===== config.mk =====
export PLATFORM = sky130hd
export DESIGN_NAME = pipe_controller
export DESIGN_NICKNAME = d
export VERILOG_FILES = /design/src/rtl/ctrl_pkg.sv /design/src/rtl/ctrl_decode.sv /design/src/rtl/pipe_controller.sv
export SDC_FILE = /design/constraint.sdc
export NUM_CORES = 1
export LEC_CHECK = 0
export ABC_AREA = 1
export CORE_UTILIZATION = 43
export CTS_BUF_LIST = sky130_fd_sc_hd__clkbuf_4 sky130_fd_sc_hd__clkbuf_8 sky130_fd_sc_hd__clkbuf_16
export DETAILED_ROUTE_END_ITERATION = 10
export PLACE_DENSITY = 0.82
export SLEW_MARGIN = 25
export SYNTH_ARGS = -nofsm -noshare
export SYNTH_HDL_FRONTEND = slang
export SYNTH_SLANG_ARGS = --single-unit

===== constraint.sdc =====
create_clock -name clk -period 1.7 [get_ports clk]
set_input_delay 0.34 -clock clk [delete_from_list [all_inputs] [get_ports clk]]
set_output_delay 0.34 -clock clk [all_outputs]
set_load 0.05 [all_outputs]

===== src/rtl/ctrl_pkg.sv =====
// Shared encodings for the RV32I decode stage: opcodes, ALU codes,
// immediate selectors and the bit positions inside the control bundle.
package ctrl_pkg;
  localparam logic [4:0] OP_R      = 5'b01100;
  localparam logic [4:0] OP_IMM    = 5'b00100;
  localparam logic [4:0] OP_LOAD   = 5'b00000;
  localparam logic [4:0] OP_STORE  = 5'b01000;
  localparam logic [4:0] OP_BRANCH = 5'b11000;
  localparam logic [4:0] OP_JAL    = 5'b11011;
  localparam logic [4:0] OP_JALR   = 5'b11001;
  localparam logic [4:0] OP_LUI    = 5'b01101;
  localparam logic [4:0] OP_AUIPC  = 5'b00101;

  localparam logic [3:0] ALU_ADD  = 4'b0000;
  localparam logic [3:0] ALU_SUB  = 4'b1000;
  localparam logic [3:0] ALU_SLL  = 4'b0001;
  localparam logic [3:0] ALU_SLT  = 4'b0010;
  localparam logic [3:0] ALU_SLTU = 4'b0011;
  localparam logic [3:0] ALU_XOR  = 4'b0100;
  localparam logic [3:0] ALU_SRL  = 4'b0101;
  localparam logic [3:0] ALU_SRA  = 4'b1101;
  localparam logic [3:0] ALU_OR   = 4'b0110;
  localparam logic [3:0] ALU_AND  = 4'b0111;
  // M-extension codes are {1'b1, 1'b0, funct3}
  localparam logic [1:0] ALU_MEXT_HI = 2'b10;

  localparam logic [2:0] IMM_I = 3'd0;
  localparam logic [2:0] IMM_S = 3'd1;
  localparam logic [2:0] IMM_B = 3'd2;
  localparam logic [2:0] IMM_U = 3'd3;
  localparam logic [2:0] IMM_J = 3'd4;

  localparam int SIG_REGWRITE  = 0;
  localparam int SIG_REGSRC    = 1;
  localparam int SIG_MEMREAD   = 2;
  localparam int SIG_MEMWRITE  = 3;
  localparam int SIG_PCRS1SEL  = 4;
  localparam int SIG_BRANCH    = 5;
  localparam int SIG_ALUSRC    = 6;
  localparam int SIG_ALUC_LSB  = 7;

  // immsel sits directly above alucontrol, whose width depends on EN_MEXT
  function automatic int sig_immsel_lsb(input int aluc_w);
    return SIG_ALUC_LSB + aluc_w;
  endfunction
endpackage


===== src/rtl/ctrl_decode.sv =====
// Combinational RV32I(+M) control decode: instr -> control bundle, illegal
// flag and which source registers the instruction reads.
module ctrl_decode
  import ctrl_pkg::*;
#(
  parameter int EN_MEXT = 0,
  localparam int ALUC_W = 4 + EN_MEXT,
  localparam int SIG_W  = 10 + ALUC_W
) (
  input  logic [31:0]      instr,
  output logic [SIG_W-1:0] sigs,
  output logic             illegal,
  output logic             uses_rs1,
  output logic             uses_rs2
);
  localparam int IMM_LSB = sig_immsel_lsb(ALUC_W);

  logic [4:0] op;
  logic [2:0] f3;
  logic [6:0] ctl;
  logic [4:0] alu;
  logic [2:0] imm;
  logic       unused_bits;

  assign op = instr[6:2];
  assign f3 = instr[14:12];
  assign unused_bits = ^{instr[31], instr[29:26], instr[24:15], instr[11:7], instr[1:0]};

  always_comb begin
    ctl     = '0;
    alu     = '0;
    imm     = IMM_I;
    illegal = 1'b0;
    case (op)
      OP_R: begin
        ctl[SIG_REGWRITE] = 1'b1;
        if (instr[25]) begin
          if (EN_MEXT != 0) alu = {ALU_MEXT_HI, f3};
          else              illegal = 1'b1;
        end else begin
          alu = {1'b0, instr[30], f3};
        end
      end
      OP_IMM: begin
        ctl[SIG_REGWRITE] = 1'b1;
        ctl[SIG_ALUSRC]   = 1'b1;
        alu = {1'b0, (f3 == 3'b101) & instr[30], f3};
      end
      OP_LOAD: begin
        ctl[SIG_REGWRITE] = 1'b1;
        ctl[SIG_REGSRC]   = 1'b1;
        ctl[SIG_MEMREAD]  = 1'b1;
        ctl[SIG_ALUSRC]   = 1'b1;
        alu = {1'b0, ALU_ADD};
      end
      OP_STORE: begin
        ctl[SIG_MEMWRITE] = 1'b1;
        ctl[SIG_ALUSRC]   = 1'b1;
        alu = {1'b0, ALU_ADD};
        imm = IMM_S;
      end
      OP_BRANCH: begin
        ctl[SIG_BRANCH] = 1'b1;
        alu = {1'b0, ALU_SUB};
        imm = IMM_B;
      end
      OP_JAL: begin
        ctl[SIG_REGWRITE] = 1'b1;
        ctl[SIG_BRANCH]   = 1'b1;
        imm = IMM_J;
      end
      OP_JALR: begin
        ctl[SIG_REGWRITE] = 1'b1;
        ctl[SIG_BRANCH]   = 1'b1;
        ctl[SIG_PCRS1SEL] = 1'b1;
        ctl[SIG_ALUSRC]   = 1'b1;
      end
      OP_LUI, OP_AUIPC: begin
        ctl[SIG_REGWRITE] = 1'b1;
        ctl[SIG_ALUSRC]   = 1'b1;
        imm = IMM_U;
      end
      default: illegal = 1'b1;
    endcase
  end

  always_comb begin
    sigs = '0;
    if (!illegal) begin
      sigs[SIG_ALUC_LSB-1:0]        = ctl;
      sigs[SIG_ALUC_LSB +: ALUC_W]  = alu[ALUC_W-1:0];
      sigs[IMM_LSB +: 3]            = imm;
    end
  end

  assign uses_rs1 = !(op inside {OP_LUI, OP_AUIPC, OP_JAL});
  assign uses_rs2 = op inside {OP_R, OP_STORE, OP_BRANCH};
endmodule


===== src/rtl/pipe_controller.sv =====
// ID/EX stage: decodes one instruction per cycle into a registered control
// bundle with valid/ready handshake, load-use bubbling and flush.
module pipe_controller
  import ctrl_pkg::*;
#(
  parameter int EN_MEXT   = 0,
  parameter int EN_HAZARD = 1,
  parameter int ILL_CNT_W = 16,
  localparam int ALUC_W = 4 + EN_MEXT,
  localparam int SIG_W  = 10 + ALUC_W
) (
  input  logic                 clk,
  input  logic                 rst,
  input  logic                 in_valid,
  output logic                 in_ready,
  input  logic [31:0]          instr,
  input  logic                 flush,
  output logic                 out_valid,
  input  logic                 out_ready,
  output logic [SIG_W-1:0]     out_sigs,
  output logic [4:0]           out_rd,
  output logic [4:0]           out_rs1,
  output logic [4:0]           out_rs2,
  output logic                 out_illegal,
  output logic [ILL_CNT_W-1:0] ill_cnt
);
  logic [SIG_W-1:0] dec_sigs;
  logic             dec_illegal;
  logic             uses_rs1;
  logic             uses_rs2;
  logic             hazard;
  logic             accept;
  logic [4:0]       rs1;
  logic [4:0]       rs2;

  ctrl_decode #(.EN_MEXT(EN_MEXT)) u_dec (
    .instr    (instr),
    .sigs     (dec_sigs),
    .illegal  (dec_illegal),
    .uses_rs1 (uses_rs1),
    .uses_rs2 (uses_rs2)
  );

  assign rs1 = instr[19:15];
  assign rs2 = instr[24:20];

  // A load still in the stage cannot forward; the consumer waits one bubble.
  assign hazard = (EN_HAZARD != 0) && out_valid && out_sigs[SIG_MEMREAD] && (out_rd != 5'd0) &&
                  ((uses_rs1 && rs1 == out_rd) || (uses_rs2 && rs2 == out_rd));

  assign in_ready = (!out_valid || out_ready) && !flush && !hazard && !rst;
  assign accept   = in_valid && in_ready;

  always_ff @(posedge clk or posedge rst) begin
    if (rst) begin
      out_valid   <= 1'b0;
      out_sigs    <= '0;
      out_rd      <= '0;
      out_rs1     <= '0;
      out_rs2     <= '0;
      out_illegal <= 1'b0;
      ill_cnt     <= '0;
    end else if (flush) begin
      out_valid <= 1'b0;
    end else if (accept) begin
      out_valid   <= 1'b1;
      out_sigs    <= dec_sigs;
      out_rd      <= instr[11:7];
      out_rs1     <= rs1;
      out_rs2     <= rs2;
      out_illegal <= dec_illegal;
      if (dec_illegal && ill_cnt != {ILL_CNT_W{1'b1}}) ill_cnt <= ill_cnt + 1'b1;
    end else if (out_ready) begin
      out_valid <= 1'b0;
    end
  end
endmodule


==> impl_results.md, run 1 <==
* Most common cell on crit path: nand2_2
* Total wire length at 8946 µm
* Die height at slightly above 80 µm
* Final cell count without fillers at between 500 and 600
* Setup slack, reg-to-reg at -240 ps
* Row cnt at 28
* Worst skew pair latency at 310 ps
* Max Root-Sink Buffers at 2
* Max_cap viols at 0
* CP arrival at around 2200 ps
* Worst-margin pin slew at approximately 470 ps
* Critical-path cell list: clkdlybuf4s50_1, xor2_1, nor2_1, nand2_1, nand2_2, buf_4, nand2_4, nand3_4, buf_12, buf_16, nand2_2, o21ai_2
* Clock power frac at 0.199
* Most frequent cells in the layout: nand2_1 (104), buf_4 (80), inv_1 (35), dfrtp_1 (35), nand3_1 (27)
* Commonest non-fill, non-tap cell in the layout: nand2_1
* Worst setup SP type: primary input
* Congestion Overflow GR at 0
* Placed cell count at 539
* CTS tree: done
* HP Class: primary input to flop
* Root Driver: clkbuf_8
* Die Area at 6758 µm²
* GRT Total Usage at 0.2636
* DRT iter0 DRCs at ~270
* R2r worst-path depth at 12
* Worst Path Buf+Inv at 4
* Sequential power share at 0.321
* Peak VDD IR at around 1000 µV
* Starting Density at 0.4564
* First-pass GRT wire length at 13,460 µm
* Overall power at between 5 and 6 mW
* Max Clk Rate at around 0.5 GHz
* H-tree depth at 2
* Post-route ant nets at 0
* Core Region at just over 6000 µm²
* RSZ-0062 raised after global routing: yes
* NetSw at 2.297 mW
* CTS sink cnt at 46
* Final net count at approximately 530
* Tmin final at between 1500 and 2000 ps
* CP top delay family: buffers and inverters
* Seq/Total Area, Yosys at 0.4161
* Comb pwr share at 0.481
* Final setup viols at 47
* I/O Pins at 85
* Fin crit share at 1.173
* Placed instance area at about 3800 µm²
* Initial antenna violation count at 0
* CP required at about 1900 ps
* Pwr dens at 1187 nW/µm²
* WHS Path Cells at 4
* Cell count after synthesis at 362
* Via count at between 3,000 and 4,000
* Ys Warns at 0
* WL per Instance at about 16 µm
* Leakage power at roughly 2.2 nW
* Number of global-route vias before repair at approximately 2,800
* Netlist cell types at 32
* Worst-path fanout max at 5
* Routability cong. at between 0.8 and 0.9
* Synthesized Nets at 400
* Seq cells post-synth at between 40 and 50
* Max_slew headroom at 0.6848
* Switching Fraction at 0.4481
* Worst reg2reg path startpoint: out_rd[4]
* Ant. Diodes at 0
* CTS buffer count at 5
* Residual DRC at 0
* Pint at roughly 2.8 mW
* Synthesized area at around 2800 µm²
* Violated checks: setup timing
* Worst setup slack after layout at -293.9 ps
* Clock Skews at 9.741 ps
* CP endpoint kind: flop
* Share of layout cells above drive strength 1 at 0.3402
* Die Wd at 82.21 µm
* Buffers on Ports at just under 80
* Post-DP HPWL at ~5600 µm
* Slew Limit Fails at 0
* Worst Hold Endpoint: out_rs1[1]
* Status: finished, violations left
* Via density at about 5.4
* Highest-delay cell along the critical path: clkdlybuf4s50_1
* # fillers at roughly 440
* Clk pin slew, worst setup/hold paths at approximately 90 ps
* Crit Path Category: primary input to flop
* R2R Path End: out_sigs[9]
* DR pass1 iterations at 5
* P&R area growth vs syn at 56.08%
* Worst path max stage delay at just over 500 ps
* Final instance area at approximately 4300 µm²
* Mean Syn Cell Area at ~7.6 µm²
* Hold path start: instr[16]
* Largest net degree at the start of global routing at 47
* Final Hold Vio Count at 0
synth_stat cells, drive strengths merged:
| master | instances | area share |
|---|---|---|
| a21oi | 6 | 0.016 |
| and2 | 1 | 0.0023 |
| buf | 13 | 0.037 |
| clkbuf | 1 | 0.0014 |
| dfrtp | 46 | 0.42 |
| ha | 1 | 0.0045 |
| inv | 43 | 0.059 |
| nand2 | 110 | 0.15 |
| nand3 | 31 | 0.062 |
| nand4 | 16 | 0.036 |
| nor2 | 31 | 0.052 |
| nor3 | 8 | 0.014 |
| nor4 | 1 | 0.0023 |
| o2111ai | 3 | 0.0095 |
| o211a | 1 | 0.0036 |
| o21ai | 14 | 0.025 |
| o21bai | 16 | 0.043 |
| o31ai | 1 | 0.0027 |
| xnor2 | 6 | 0.019 |
| xor2 | 13 | 0.041 |
stage by stage:
step | setup TNS (ps) | hold WS, ps | utilization | setup WS [ps]
detailed placement | -23720 | 466.8 | 0.6286 | -548.1
finish | -10620 | 428.0 | 0.7124 | -293.9
global placement | -20880 | 466.7 | 0.6286 | -473.8
global route | -14120 | 434.1 | 0.7124 | -374.2
floorplan | -173.3 | 422.6 | - | -19.83
CTS | -7269 | 474.6 | 0.6926 | -267.5
power by group through the flow:
stage	combinational, mW	clock (mW)	sequential (mW)
detailed placement	2.32	0	1.64
floorplan	0.757	0	2.43
global route	2.62	1.07	1.68
global placement	2.27	0	1.64
CTS	2.39	1.03	1.63
finish	2.47	1.02	1.64
what timing repair did:
action	4_1_cts	5_1_grt
gates cloned	6	0
resized for setup	30	22
hold buffers	0	0
setup buffers	7	3
pin swaps	12	16
endpoints found under the setup margin	47	47
cells by family after synthesis:
kind of cell / count (synthesis) / synth area share
simple gates: 198 / 0.3207
buf+inv: 57 / 0.09769
flops: 46 / 0.4161
xor+xnor: 19 / 0.06015
compound gates: 41 / 0.1009
fa+ha+maj: 1 / 0.004522
worst reg2reg max path, delay by kind of cell (launching register included):
kind / cells / cell delay (ps)
buffers and inverters: 3 / 470
DFF: 1 / 480
AOI/OAI and AO/OA: 1 / 50
and+or+nand+nor: 7 / 660
xor gates and xnor gates: 1 / 160
flip-flops by register name, summed over array words and instances, names as in the netlist:
signal,flops
ill_cnt,16
out_sigs,13
out_rd,5
out_rs1,5
out_rs2,5
out_illegal,1
out_valid,1
per-layer routing:
layer | GRT usage | wire, µm
met5 | 0 | 0
met4 | 0.1000 | 249
met3 | 0.03956 | 543
met2 | 0.4587 | 4487
met1 | 0.3272 | 3665
cell type report:
type                       instances  area [µm²]  area share
clock buffer                       6       82.58     0.01912
sequential                        46        1165      0.2698
clock inverter                     2       60.06     0.01391
timing repair buffer             131        1242      0.2877
tap                               75       93.84     0.02173
multi-input combinational        260        1510      0.3498
inverter                          43       163.9     0.03796
how the worst max path moves through the flow:
stage	start	to	slack [ps]	cells past startpoint
finish	instr[23]	out_sigs[9]	-290	12
detailed placement	instr[5]	ill_cnt[0]	-550	12
global placement	instr[5]	ill_cnt[9]	-470	12
floorplan	ill_cnt[1]	ill_cnt[4]	-20	10
global route	instr[23]	ill_cnt[14]	-370	11
CTS	out_rd[4]	in_ready	-270	7
Power figures use the tool's default switching activity.
==> run 2, diff against run 1 <==
CORE_UTILIZATION = 40   (was 43)
GPL_TIMING_DRIVEN = 0   (was unset)
PLACE_DENSITY = 0.78   (was 0.82)
==> run 2 against run 1 <==
The run still ends with setup timing left. Clock power decreased by 28%. Hold slack got worse by 61 ps. Largest cell class unchanged. Critical path depth decreased by 2. First-iteration DRC count decreased by 27%. Highest routed layer unchanged. Total power decreased by 10%.
==> impl_results.md, run 2 (synthesis gave the netlist of run 1 again) <==
* Final setup viols at 46
* Worst-path fanout max at 5
* Number of global-route vias before repair at 2,756
* Slew Limit Fails at 0
* Worst setup path end: in_ready
* P&R area growth vs syn at 46.68%
* Max reg flops at 16
* Initial antenna violation count at 0
* Fin crit share at 1.167
* Pwr dens at 1137 nW/µm²
* Post-Route Utilization at 0.6247
* Largest Register: ill_cnt
* Most common cell on crit path: nand2_1
* Status: finished, violations left
* Placed instance area at 3720 µm²
* Reg area at approximately 1200 µm²
* Buffers on Ports at 76
* Worst Path Buf+Inv at 3
* Worst path max stage delay at 470 ps
* Post-DP HPWL at 5501 µm
* Total wire length at slightly above 8000 µm
* Via density at 5.257
* H-tree depth at 2
* Clk pin slew, worst setup/hold paths at 90 ps
* Die Area at about 7300 µm²
* Most frequent cells in the layout: nand2_1 (100), dlygate4sd2_1 (56), dfrtp_1 (35), inv_1 (34), nand3_1 (28)
* Tmin final at between 1500 and 2000 ps
* Worst setup startpoint: out_rd[1]
* Area of the multi-input gates at 1504 µm²
* # fillers at approximately 590
* Die height at 85.16 µm
* CTS buffer count at 5
* Core Region at ~6500 µm²
* Final Hold Vio Count at 0
* CP top delay family: flip-flops
* DR pass1 iterations at 5
* Routability cong. at 0.8886
* Fin Hold WS at between 300 and 400 ps
* Clock Skews at roughly 5.7 ps
* Final net count at ~500
* Largest net degree at the start of global routing at 26
* Worst reg2reg path startpoint: out_rd[1]
* RSZ-0062 raised after global routing: yes
* Root Driver: clkbuf_8
* Crit Path Category: flop to output port
* Die Wd at between 80 and 90 µm
* Share of layout cells above drive strength 1 at 0.2270
* Hold buffers post-CTS at 0
* Overall power at 4.615 mW
* Max_cap viols at 0
* HP Class: primary input to flop
* Critical-path cell list: inv_2, nand2_2, nand2_1, nand2_1, nor2_1, nand2_1, nand2_2, a21oi_4, buf_8, buf_8
* Max Root-Sink Buffers at 2
* Ant. Diodes at 0
* Via count at 2,860
* CTS sink cnt at 46
* Max Clk Rate at 0.5042 GHz
* CP endpoint kind: output port
* WL per Instance at between 10 and 15 µm
* Setup slack, reg-to-reg at -110 ps
* Peak VDD IR at ~410 µV
* R2r worst-path depth at 13
* Final instance area at 4058 µm²
* I/O Pins at between 80 and 90
* Post-route ant nets at 0
* Row cnt at 29
* Highest-delay cell along the critical path: dfrtp_2
* Commonest non-fill, non-tap cell in the layout: nand2_1
* First-pass GRT wire length at roughly 14,000 µm
* Regs by FF count: ill_cnt x16, out_sigs x13
* Starting Density at 0.4259
* CTS tree: done
* Residual DRC at 0
* R2R Path End: ill_cnt[2]
* CP required at between 1000 and 1500 ps
* Leakage power at just over 2 nW
* Max_slew headroom at 0.6208
* Worst setup slack after layout at -283.5 ps
* Worst-margin pin slew at between 500 and 600 ps
* Worst setup SP type: flop
* GRT Total Usage at 0.2360
* Violated checks: setup timing
* CP arrival at between 1500 and 2000 ps
* Congestion Overflow GR at 0
* DRT iter0 DRCs at 193
* WP depth at 10
* Worst skew pair latency at between 300 and 400 ps
run 2: changes by cell type in the layout (fill, tap and decap cells not counted), moves of 3 or more:
cell	previous run	this run
buf_4	80	14
dlygate4sd2_1	7	56
clkdlybuf4s50_1	19	12
buf_12	6	1
nand2_1	104	100
nand2_2	5	9
buf_2	0	3
buf_8	1	4
clkdlybuf4s15_2	0	3
dlymetal6s2s_1	3	0
nor2_1	23	20
nor2_4	6	9
run 2: per-stage QoR:
stage	instances	TNS (ps)	setup slack, ps
2_1_floorplan	362	-173.3	-19.83
3_3_place_gp	515	-65200	-1468
3_5_place_dp	516	-31720	-1492
4_1_cts	544	-1793	-242.1
5_1_grt	544	-9302	-370.0
6_report	544	-2886	-283.5
run 2: layout make-up:
class,count,share of cell area
clock inverters,2,0.003084
inverters,43,0.04101
multi-input cells,260,0.3706
repair buffers,97,0.2220
clock buffers,6,0.02035
plain buffers,13,0.03207
well taps,77,0.02374
flip-flops and latches,46,0.2871
run 2: repair_timing:
action	4_1_cts	5_1_grt
setup buffers	15	1
gates resized for setup	118	14
gates cloned	5	0
setup endpoints to repair	94	48
pin swaps	14	16
endpoints found under the hold margin	0	0
run 2: where the power goes:
part	internal (mW)	switching, mW
clock	0.328	0.406
sequential	1.34	0.273
combinational	0.699	1.56
run 2: how the worst min path moves through the flow:
| stage | start | endpoint | depth (start not counted) | slack [ps] |
|---|---|---|---|---|
| floorplan | flush | out_valid | 1 | 420 |
| global placement | out_rs2[1] | out_rs2[1] | 2 | 460 |
| detailed placement | out_rs1[4] | out_rs1[4] | 2 | 460 |
| CTS | out_ready | out_valid | 2 | 370 |
| global route | out_ready | out_valid | 2 | 400 |
| finish | out_ready | out_valid | 2 | 370 |
run 2: metal layers:
layer | track usage | share of wire | vias to the layer above
li1 | - | - | 1378
met1 | 0.3138 | 0.44 | 1357
met2 | 0.3988 | 0.49 | 110
met3 | 0.03113 | 0.057 | 15
met4 | 0.07550 | 0.019 | 0
met5 | 0 | 0 | -
